[config.mk]
export PLATFORM = sky130hd
export DESIGN_NAME = coin_button_debounce_flat
export DESIGN_NICKNAME = d
export VERILOG_FILES = /design/src/rtl/coin_button_debounce_if.sv /design/src/rtl/coin_button_debounce.sv /design/src/flat_wrapper.sv
export SDC_FILE = /design/constraint.sdc
export NUM_CORES = 1
export LEC_CHECK = 0
export CORE_MARGIN = 2
export CORE_UTILIZATION = 54
export CTS_BUF_LIST = sky130_fd_sc_hd__clkbuf_2
export DETAILED_ROUTE_END_ITERATION = 10
export HOLD_SLACK_MARGIN = 0.1
export PLACE_DENSITY = 0.83
export SYNTH_ARGS = -nofsm -noshare
export SYNTH_HDL_FRONTEND = slang
export SYNTH_SLANG_ARGS = --single-unit
[constraint.sdc]
create_clock -name clk -period 4 [get_ports clk]
set_input_delay 0.4 -clock clk [delete_from_list [all_inputs] [get_ports clk]]
set_output_delay 0.4 -clock clk [all_outputs]
set_load 0.03 [all_outputs]
[src/rtl/coin_button_debounce_if.sv]
// Coin button bundle: raw button lines in, conditioned press level and events out.
// Pure wiring, no latency of its own.
// No backpressure: every signal is a level or a single-cycle event.
interface coin_button_debounce_if #(
  parameter int N_COINS = 3
);
  logic [N_COINS-1:0] coin_raw_i;
  logic               pressed_o;
  logic [N_COINS-1:0] coin_sel_o;
  logic               press_pulse_o;
  logic               release_pulse_o;
  logic               conflict_o;

  // Button side: drives the raw lines and consumes the conditioned outputs.
  modport master (
    output coin_raw_i,
    input  pressed_o,
    input  coin_sel_o,
    input  press_pulse_o,
    input  release_pulse_o,
    input  conflict_o
  );

  // Debouncer side.
  modport slave (
    input  coin_raw_i,
    output pressed_o,
    output coin_sel_o,
    output press_pulse_o,
    output release_pulse_o,
    output conflict_o
  );
endinterface

[src/rtl/coin_button_debounce.sv]
// Synchronise, debounce and arbitrate coin buttons into one clean held level plus events.
// Latency: raw stable -> pressed_o change after DEBOUNCE_CYCLES+3 edges (2 sync + 1 capture + count).
// No backpressure: outputs are registered levels/pulses, the consumer samples them every cycle.
module coin_button_debounce #(
  parameter int N_COINS         = 3,
  parameter int DEBOUNCE_CYCLES = 16
) (
  input  logic                  clk,
  input  logic                  reset_ni,
  coin_button_debounce_if.slave bus
);

  localparam int CNT_W = $clog2(DEBOUNCE_CYCLES + 1);
  localparam logic [CNT_W-1:0] CNT_LAST = CNT_W'(DEBOUNCE_CYCLES - 1);

  typedef enum logic [1:0] {
    IDLE      = 2'd0,
    DEB_PRESS = 2'd1,
    HELD      = 2'd2,
    DEB_REL   = 2'd3
  } state_e;

  logic [N_COINS-1:0] sync1_q, sync1_d;
  logic [N_COINS-1:0] sync2_q, sync2_d;
  state_e             state_q, state_d;
  logic [CNT_W-1:0]   cnt_q, cnt_d;
  logic [N_COINS-1:0] cand_q, cand_d;

  logic               pressed_q, pressed_d;
  logic [N_COINS-1:0] coin_sel_q, coin_sel_d;
  logic               press_pulse_q, press_pulse_d;
  logic               release_pulse_q, release_pulse_d;
  logic               conflict_q, conflict_d;

  logic [N_COINS-1:0] lowest_set;
  logic               cand_hit;
  logic               held_next;

  // Two-stage synchroniser inputs; the FSM only ever looks at sync2_q.
  always_comb begin
    sync1_d = bus.coin_raw_i;
    sync2_d = sync1_q;
  end

  // Synchroniser flops.
  always_ff @(posedge clk or negedge reset_ni) begin
    if (!reset_ni) begin
      sync1_q <= '0;
      sync2_q <= '0;
    end else begin
      sync1_q <= sync1_d;
      sync2_q <= sync2_d;
    end
  end

  // FSM state, debounce counter and locked candidate coin.
  always_ff @(posedge clk or negedge reset_ni) begin
    if (!reset_ni) begin
      state_q <= IDLE;
      cnt_q   <= '0;
      cand_q  <= '0;
    end else begin
      state_q <= state_d;
      cnt_q   <= cnt_d;
      cand_q  <= cand_d;
    end
  end

  // Next state: the candidate is fixed on leaving IDLE and is the only bit watched until IDLE again.
  always_comb begin
    state_d    = state_q;
    cnt_d      = cnt_q;
    cand_d     = cand_q;
    // Isolate the lowest set bit so simultaneous presses resolve to the lowest index.
    lowest_set = sync2_q & (~sync2_q + N_COINS'(1));
    cand_hit   = |(sync2_q & cand_q);
    case (state_q)
      IDLE: begin
        if (|sync2_q) begin
          cand_d  = lowest_set;
          cnt_d   = '0;
          state_d = DEB_PRESS;
        end
      end
      DEB_PRESS: begin
        if (!cand_hit) begin
          state_d = IDLE;
        end else if (cnt_q == CNT_LAST) begin
          state_d = HELD;
        end else begin
          cnt_d = cnt_q + 1'b1;
        end
      end
      HELD: begin
        if (!cand_hit) begin
          cnt_d   = '0;
          state_d = DEB_REL;
        end
      end
      DEB_REL: begin
        if (cand_hit) begin
          state_d = HELD;
        end else if (cnt_q == CNT_LAST) begin
          state_d = IDLE;
        end else begin
          cnt_d = cnt_q + 1'b1;
        end
      end
      default: state_d = IDLE;
    endcase
  end

  // Outputs derived from the upcoming state so the registered outputs line up with that state.
  always_comb begin
    held_next       = (state_d == HELD) || (state_d == DEB_REL);
    pressed_d       = held_next;
    coin_sel_d      = held_next ? cand_d : '0;
    press_pulse_d   = (state_q == DEB_PRESS) && (state_d == HELD);
    release_pulse_d = (state_q == DEB_REL) && (state_d == IDLE);
    conflict_d      = held_next && (|(sync2_q & ~cand_d));
  end

  // Output registers.
  always_ff @(posedge clk or negedge reset_ni) begin
    if (!reset_ni) begin
      pressed_q       <= 1'b0;
      coin_sel_q      <= '0;
      press_pulse_q   <= 1'b0;
      release_pulse_q <= 1'b0;
      conflict_q      <= 1'b0;
    end else begin
      pressed_q       <= pressed_d;
      coin_sel_q      <= coin_sel_d;
      press_pulse_q   <= press_pulse_d;
      release_pulse_q <= release_pulse_d;
      conflict_q      <= conflict_d;
    end
  end

  assign bus.pressed_o       = pressed_q;
  assign bus.coin_sel_o      = coin_sel_q;
  assign bus.press_pulse_o   = press_pulse_q;
  assign bus.release_pulse_o = release_pulse_q;
  assign bus.conflict_o      = conflict_q;

endmodule

[src/flat_wrapper.sv]
// flat-port wrapper written by rule: the top's interface ports become plain ports
module coin_button_debounce_flat 
#(
  parameter int N_COINS         = 3,
  parameter int DEBOUNCE_CYCLES = 16
)
  (clk, reset_ni, bus_coin_raw_i, bus_pressed_o, bus_coin_sel_o, bus_press_pulse_o, bus_release_pulse_o, bus_conflict_o);
  coin_button_debounce_if #(.N_COINS(N_COINS)) bus_i ();
  input  logic clk;
  input  logic reset_ni;
  input wire logic [$bits(bus_i.coin_raw_i)-1:0] bus_coin_raw_i;
  output wire logic [$bits(bus_i.pressed_o)-1:0] bus_pressed_o;
  output wire logic [$bits(bus_i.coin_sel_o)-1:0] bus_coin_sel_o;
  output wire logic [$bits(bus_i.press_pulse_o)-1:0] bus_press_pulse_o;
  output wire logic [$bits(bus_i.release_pulse_o)-1:0] bus_release_pulse_o;
  output wire logic [$bits(bus_i.conflict_o)-1:0] bus_conflict_o;
  assign bus_i.coin_raw_i = bus_coin_raw_i;
  assign bus_pressed_o = bus_i.pressed_o;
  assign bus_coin_sel_o = bus_i.coin_sel_o;
  assign bus_press_pulse_o = bus_i.press_pulse_o;
  assign bus_release_pulse_o = bus_i.release_pulse_o;
  assign bus_conflict_o = bus_i.conflict_o;
  coin_button_debounce #(.N_COINS(N_COINS), .DEBOUNCE_CYCLES(DEBOUNCE_CYCLES)) u_core (.clk(clk), .reset_ni(reset_ni), .bus(bus_i));
endmodule
# Word level (Yosys, flattened, before mapping)
# Index checks and enable logic that the tools add are counted.
[op_classes] bitwise_logic=5 muxes=16 n_reduce_logical=10 addsub=2 eq_ne=10
[ops] op="$mux 5" n=5
[ops] op="$pmux 5 s4" n=1
[ops] op="$mux 2" n=6
[ops] op="$and 3x3->3" n=3
[ops] op="$mux 3" n=3
[ops] op="$reduce_or 3->1" n=3
[ops] op="$eq 2x2->1 const B" n=4
[ops] op="$pmux 2 s4" n=1
[ops] op="$not 3->3" n=2
[ops] op="$add 5x1->5 const B" n=1
[ops] op="$eq 5x4->1 const B" n=1
[ops] op="$logic_not 2->1" n=2
[ops] op="$ne 2x1->1 const B" n=2
[ops] op="$ne 2x2->1 const B" n=2
[ops] op="$reduce_and 4->1" n=1
[ops] op="$add 3x1->3 const B" n=1
[ops] op="$logic_and 1x1->1" n=3
[ops] op="$eq 2x1->1 const B" n=1
[ops] op="$logic_or 1x1->1" n=1
[word_totals] out_inout_bits=7 elab_cells=53 in_bits=5 ff_bits=23

# Logic depth before layout (Yosys ltp)
# Gate-level depths: netlist of the first run.
[depth] depth_word=9 mapped_depth=8 mapped_depth_nobuf=8

# Worst setup path after synthesis of the first run
# OpenSTA, ideal clock, no wires.
[synth_timing] path_kind="register to register" from="reg u_core.sync2_q[0]" to="reg u_core.cnt_q[0]" synth_period_minus_slack_ns=1.950 n_path_buf=1 t_required_ns=3.875 path_stages_with_launch=6 t_arrival_ns=1.825 setup_slack_ns=2.050 setup_time_ns=0.125 cell_sequence="dfrtp_1 > buf_6 > a222oi_1 > a21o_1 > a21o_4 > mux2_4"
[synth_via] elab_chain_cells=4 word_cells_on_any_way=8 classes_between="eq/ne (4); bitwise (1); reduce/logical (3)"
[synth_lines] element="from (decl)" line_no="coin_button_debounce.sv:24" source="logic [N_COINS-1:0] sync2_q, sync2_d;"
[synth_lines] element="from (signal assigned)" line_no="coin_button_debounce.sv:52" source="sync2_q <= sync2_d;"
[synth_lines] element="$and 3x3->3" line_no="coin_button_debounce.sv:76" source="cand_hit = |(sync2_q & cand_q);"
[synth_lines] element="$reduce_or 3->1" line_no="coin_button_debounce.sv:76"
[synth_lines] element="$ne 2x1->1 (no line) / $ne 2x2->1 (equally long branches)"
[synth_lines] element="$reduce_and 4->1 (no line) (*)"
[synth_lines] element="to (signal assigned)" line_no="coin_button_debounce.sv:64" source="cnt_q <= cnt_d;"
[synth_lines] element="to (decl)" line_no="coin_button_debounce.sv:26" source="logic [CNT_W-1:0] cnt_q, cnt_d;"
# Mark *: on every way between the ends. The rest lies on a longest branch, timed or not.
# A chain may end at the register's enable or synchronous reset.

# Final worst setup path of the first run
# Ends and elaborated chain as after synthesis.

==> results.cfg, run 1 <==
[power_and_ir_drop]
p_per_area_mw_per_mm2 = 524.1
clkPwrFrac_pct = 15.7
swShare_pct = 34.50
switching_power_mw = 0.2027
share_seq_of_total_power_pct = 53.8
p_leak_nw = 0.5358
combPwrFrac_pct = 30.5
internal_power_mw = 0.3848
ir_drop_v = 0.0002488
power_mw = 0.5875

[route]
viasPerCell = 5.361
first_iter_violations = 8
post_drt_wl_per_cell_um = 12.89
drc = 0
drt_wl_total_um = 1573
drtPass1Iterations = 4
num_vias = 654
antenna_left = 0

[clocking]
cts_made_buffers = 3
cts_buffer_depth = 2
htree_levels = 1
path_clk_slew_ns = 0.21
post-cts-setup-buffers = 0
cts_hold_buf = 0
cts_tree = yes
clock_latency_ns = 0.33
cts_resized = 0
root_buffer = clkbuf_2
cts_num_sinks = 23

[setup_path]
crit_arrival_ns = 2.42
reg2reg_to = u_core.cnt_q[0]
startpoint = u_core.sync2_q[0]
r2r_start = u_core.sync2_q[0]
crit_fanout = 9
cp-end-kind = register
cp.required_ns = 4.25
crit_end = u_core.cnt_q[0]
critPathKind = register to register
ff2ff_path_depth = 4
reg2reg_slack_ns = 1.83
start_kind = register

[logic_synthesis]
syn_area_per_cell_um2 = 11.53
ys.flop_type = dfrtp_1
ys_types = 32
async_reset_ff_share_pct = 100.0
synth_edf_count = 0
synth_warnings = 0
netlist_area_um2 = 979.7
synth_seq_area_share_pct = 58.75
syn-num-nets = 92
synth-seq-cells = 23
syn_inst = 85

[die]
floorplan.die.height_um = 46.60
die_w_um = 46.60
start_util_pct = 57.36
row_count = 15
dieArea_mm2 = 0.002171
ios = 12
core_area_mm2 = 0.001708

[sta]
period_needed_ns = 2.169
fin_tns_setup_ns = 0
skew_ns = 0.01910
setup_violations = 0
report.final.slew_viol_count = 0
timing.hold.ws_ns = 0.3549
slew_headroom_pct = 35.10
final_hold_viol_count = 0
tightest_slew_ns = 0.9704
rsz0062_at_grt = false
finalCritPeriodShare_pct = 54.22
fmax_mhz = 461.1

[global_route]
gr-total-overflow = 0
track_usage_pct = 17.40
first_global_vias = 628
grt_max_degree = 24
grt_pass1_wl_um = 2587
antenna_found_initial = 0

[finish]
antenna_cells = 0
fin_nets = 105
final_util_pct = 65.64
final_layout_size_suffix_gt1_share_pct = 9.278
fill_cells = 134
syn_to_final_growth_pct = 14.43

[place]
gp_congestion = 0.7611
dp_hpwl_um = 1186
port_buffers = 11

[hold_path]
hold-path-cell-count = 0
holdCritPathClass = register to register
hold_start = u_core.sync1_q[1]

[run]
drv_cap = 0

[outcome]
status = finished clean
power by group through the flow:
| stage | Clock [mW] | Sequential [mW] | Combinational [mW] |
|---|---|---|---|
| after floorplan | 0 | 0.299 | 0.156 |
| after global placement | 0 | 0.316 | 0.172 |
| after detailed placement | 0 | 0.318 | 0.182 |
| after CTS | 0.0969 | 0.314 | 0.182 |
| after global routing | 0.106 | 0.323 | 0.202 |
| final | 0.0925 | 0.316 | 0.179 |
layout by cell type, fill, tap and decap left out:
| cell | instances |
|---|---|
| dfrtp_1 | 23 |
| clkdlybuf4s50_1 | 11 |
| inv_1 | 10 |
| nand2_1 | 6 |
| mux2i_1 | 4 |
| clkbuf_2 | 4 |
| nor2_1 | 3 |
| o21ai_0 | 3 |
| nor3_1 | 3 |
| nand2b_1 | 3 |
| and3_1 | 2 |
| o21a_1 | 2 |
| and2_1 | 2 |
| a21oi_1 | 2 |
| o211ai_1 | 2 |
| ha_1 | 2 |
| a222oi_1 | 1 |
| nor4_1 | 1 |
| a21o_1 | 1 |
| o21ai_2 | 1 |
| a21o_4 | 1 |
| a22oi_1 | 1 |
| o31ai_1 | 1 |
| a22o_2 | 1 |
| and4_2 | 1 |
| nor2b_1 | 1 |
| o22ai_1 | 1 |
| a311oi_1 | 1 |
| or4_1 | 1 |
| a211oi_1 | 1 |
| mux2_4 | 1 |
registers in the layout, indices dropped and copies added (netlist names):
| register | cells |
|---|---|
| u_core.cand_q | 3 |
| u_core.cnt_q | 5 |
| u_core.bus.press_pulse_o | 1 |
| u_core.bus.pressed_o | 1 |
| u_core.bus.release_pulse_o | 1 |
| u_core.bus.coin_sel_o | 3 |
| u_core.state_q | 2 |
| u_core.sync1_q | 3 |
| u_core.bus.conflict_o | 1 |
| u_core.sync2_q | 3 |
synth_stat cells, drive strengths merged, types with 2 or more instances:
| cell | instances | area share [%] |
|---|---|---|
| a21o | 2 | 2.3 |
| a21oi | 2 | 1.0 |
| and2 | 2 | 1.3 |
| and3 | 2 | 1.3 |
| buf | 2 | 1.7 |
| dfrtp | 23 | 59 |
| ha | 2 | 2.6 |
| inv | 10 | 3.8 |
| mux2i | 4 | 4.1 |
| nand2 | 6 | 2.3 |
| nand2b | 3 | 1.9 |
| nor2 | 3 | 1.1 |
| nor3 | 3 | 1.5 |
| o211ai | 2 | 1.5 |
| o21a | 2 | 1.5 |
| o21ai | 4 | 2.4 |
cell families after synthesis:
family	synth area share [%]
AND/OR/NAND/NOR	12.52
flip-flops	58.75
AO/OA/AOI/OAI	14.69
buffers and inverters	5.874
multiplexers	5.619
adder cells (fa/ha/maj)	2.554
critical path, cell delays in order (launching register included):
cell      delay [ns]
dfrtp_1         0.50
a222oi_1        0.86
a21o_1          0.28
a21o_4          0.17
mux2_4          0.30
routing by layer:
| layer | GRT usage (%) | vias to the layer above | part of all wire, % |
|---|---|---|---|
| met5 | 0 | - | 0 |
| met2 | 28.33 | 11 | 51 |
| li1 | - | 317 | - |
| met4 | 12.00 | 0 | 0.64 |
| met3 | 2.353 | 2 | 3.7 |
| met1 | 20.99 | 324 | 45 |
cell type report:
cell class	count	area (µm²)	area share (%)
Clock buffer	4	20.02	1.786
Inverter	10	37.54	3.348
Multi-Input combinational cell	49	346.6	30.92
Sequential cell	23	575.6	51.34
Tap cell	25	31.28	2.790
Timing Repair Buffer	11	110.1	9.821
how the worst min path moves through the flow:
stage	slack, ns	to
2_1_floorplan	0.10	u_core.bus.coin_sel_o[0]
3_3_place_gp	0.33	u_core.sync2_q[2]
3_5_place_dp	0.34	u_core.sync2_q[2]
4_1_cts	0.35	u_core.sync2_q[1]
5_1_grt	0.39	u_core.sync2_q[0]
6_report	0.35	u_core.sync2_q[1]
stage by stage:
stage | area (µm²) | instances | setup slack (ns)
global route | 1121 | 122 | 1.714
CTS | 1121 | 122 | 1.842
floorplan | 979.7 | 85 | 2.050
finish | 1121 | 122 | 1.831
detailed placement | 1101 | 118 | 1.849
global placement | 1101 | 118 | 1.995
No activity file was read; power rests on OpenSTA's default activity.
==> run 2: changes to the inputs <==
==> constraint.sdc (replaced) <==
create_clock -name clk -period 2.2 [get_ports clk]
set_input_delay 0.22 -clock clk [delete_from_list [all_inputs] [get_ports clk]]
set_output_delay 0.22 -clock clk [all_outputs]
set_load 0.03 [all_outputs]
==> run 2 against run 1 <==
Effect of this change:
- die area unchanged
- worst hold slack got worse by 0.16 ns
- sequential cell count unchanged
- count of clock-buffer cells in the layout unchanged
- register-to-register slack got worse by 1.5 ns
- clock power increased by 83%
- maximum frequency is 14% higher
==> results.cfg, run 2 (synthesis gave the netlist of run 1 again) <==
[outcome]
status = finished clean

[power_and_ir_drop]
combPwrFrac_pct = 31.5
p_leak_nw = 0.5453
internal_power_mw = 0.7137
power_mw = 1.080
share_seq_of_total_power_pct = 52.8
clkPwrFrac_pct = 15.6
switching_power_mw = 0.3663
ir_drop_v = 0.0005361
p_per_area_mw_per_mm2 = 950.7
swShare_pct = 33.92

[die]
floorplan.die.height_um = 46.60
core_area_mm2 = 0.001708
ios = 12
row_count = 15
die_w_um = 46.60
start_util_pct = 57.36
dieArea_mm2 = 0.002171

[global_route]
grt_max_degree = 24
first_global_vias = 610
grt_pass1_wl_um = 2622
gr-total-overflow = 0
antenna_found_initial = 0
track_usage_pct = 17.55

[clocking]
path_clk_slew_ns = 0.21
cts_tree = yes
htree_levels = 1
root_buffer = clkbuf_2
cts_buffer_depth = 2
cts_num_sinks = 23
cts_hold_buf = 0
clock_latency_ns = 0.33
cts_resized = 0
post-cts-setup-buffers = 0
cts_made_buffers = 3

[setup_path]
reg2reg_slack_ns = 0.29
reg2reg_to = u_core.cnt_q[2]
cp-end-kind = register
cp.required_ns = 2.48
critPathKind = register to register
ff2ff_path_depth = 7
r2r_start = u_core.cnt_q[0]
start_kind = register
crit_fanout = 5
crit_arrival_ns = 2.19

[sta]
skew_ns = 0.02038
timing.hold.ws_ns = 0.1950
slew_headroom_pct = 72.97
fin_ws_ns = 0.2896
setup_violations = 0
rsz0062_at_grt = false
tightest_slew_ns = 0.4040
report.final.slew_viol_count = 0
fmax_mhz = 523.5
period_needed_ns = 1.910
finalCritPeriodShare_pct = 86.83
final_hold_viol_count = 0
fin_tns_setup_ns = 0

[route]
num_vias = 661
post_drt_wl_per_cell_um = 12.49
viasPerCell = 5.331
first_iter_violations = 10
drc = 0
drtPass1Iterations = 4
drt_wl_total_um = 1549
antenna_left = 0

[finish]
postLayoutCellArea_mm2 = 0.001136
final_cell_mix = dfrtp_1, clkdlybuf4s50_1, inv_1, nand2_1
fill_cells = 129
final_common_cell = dfrtp_1
syn_to_final_growth_pct = 15.96
fin_nets = 107
top_register = u_core.cnt_q
final_layout_size_suffix_gt1_share_pct = 11.11
multi_input_area_um2 = 346.6
seqCellArea_um2 = 575.6
antenna_cells = 0
largest_reg_flops = 5

[run]
drv_cap = 0

[place]
port_buffers = 11
gp_congestion = 0.8532
pre_cts_slack_ns = 0.3124
dp_hpwl_um = 1126
post_dp_cell_area_mm2 = 0.001116

[hold_path]
holdCritPathClass = input pin to asynchronous set/reset pin
[run 2: cell types whose count changed in the layout (fill, tap and decap cells not counted), sizes merged]
cell  change
buf       +2
[run 2: cell type report]
cell class,count,share of cell area (%)
Clock buffer,4,1.762
Sequential cell,23,50.66
Tap cell,25,2.753
Timing Repair Buffer,13,11.01
Multi-Input combinational cell,49,30.51
Inverter,10,3.304
[run 2: worst max path at each step]
stage / startpoint / endpoint / slack [ns]
after global placement: u_core.cnt_q[0] / u_core.cnt_q[0] / 0.41
after floorplan: u_core.sync2_q[0] / u_core.cnt_q[0] / 0.25
after global routing: u_core.cnt_q[0] / u_core.cnt_q[2] / 0.15
after detailed placement: u_core.cnt_q[0] / u_core.cnt_q[0] / 0.31
final: u_core.cnt_q[0] / u_core.cnt_q[2] / 0.29
after CTS: u_core.cnt_q[0] / u_core.cnt_q[2] / 0.27
[run 2: worst max-delay path, cell delays in order, from the launching register on]
cell	delay [ns]
dfrtp_1	0.47
ha_1	0.24
and3_1	0.19
ha_1	0.19
nand2_1	0.15
o21ai_2	0.09
a211oi_1	0.31
mux2i_1	0.22
[run 2: stage by stage]
step	util, %	std cells
after detailed placement	65.35	120
after CTS	66.52	124
after global placement	65.35	120
after floorplan	-	85
final	66.52	124
after global routing	66.52	124
[run 2: power groups by stage]
stage | Combinational [mW] | Sequential (mW) | Clock (mW)
6_report | 0.341 | 0.571 | 0.169
5_1_grt | 0.383 | 0.584 | 0.193
4_1_cts | 0.345 | 0.570 | 0.174
3_5_place_dp | 0.343 | 0.579 | 0
3_3_place_gp | 0.326 | 0.573 | 0
2_1_floorplan | 0.284 | 0.543 | 0
[run 2: routing by layer]
metal  global-route usage [%]  wire length [µm]
met1                    22.17               679
met2                    27.50               760
met3                    3.529                79
met4                    10.29                29
met5                        0                 0
==> run 3: changes to the inputs <==
--- a/config.mk
+++ b/config.mk
@@ -11,6 +11,7 @@
 export DETAILED_ROUTE_END_ITERATION = 10
 export HOLD_SLACK_MARGIN = 0.1
 export PLACE_DENSITY = 0.83
+export SKIP_CTS_REPAIR_TIMING = 1
 export SYNTH_ARGS = -nofsm -noshare
 export SYNTH_HDL_FRONTEND = slang
 export SYNTH_SLANG_ARGS = --single-unit
==> results of run 3 <==
Same layout as run 2: the final DEF is identical, and so are final timing and power.
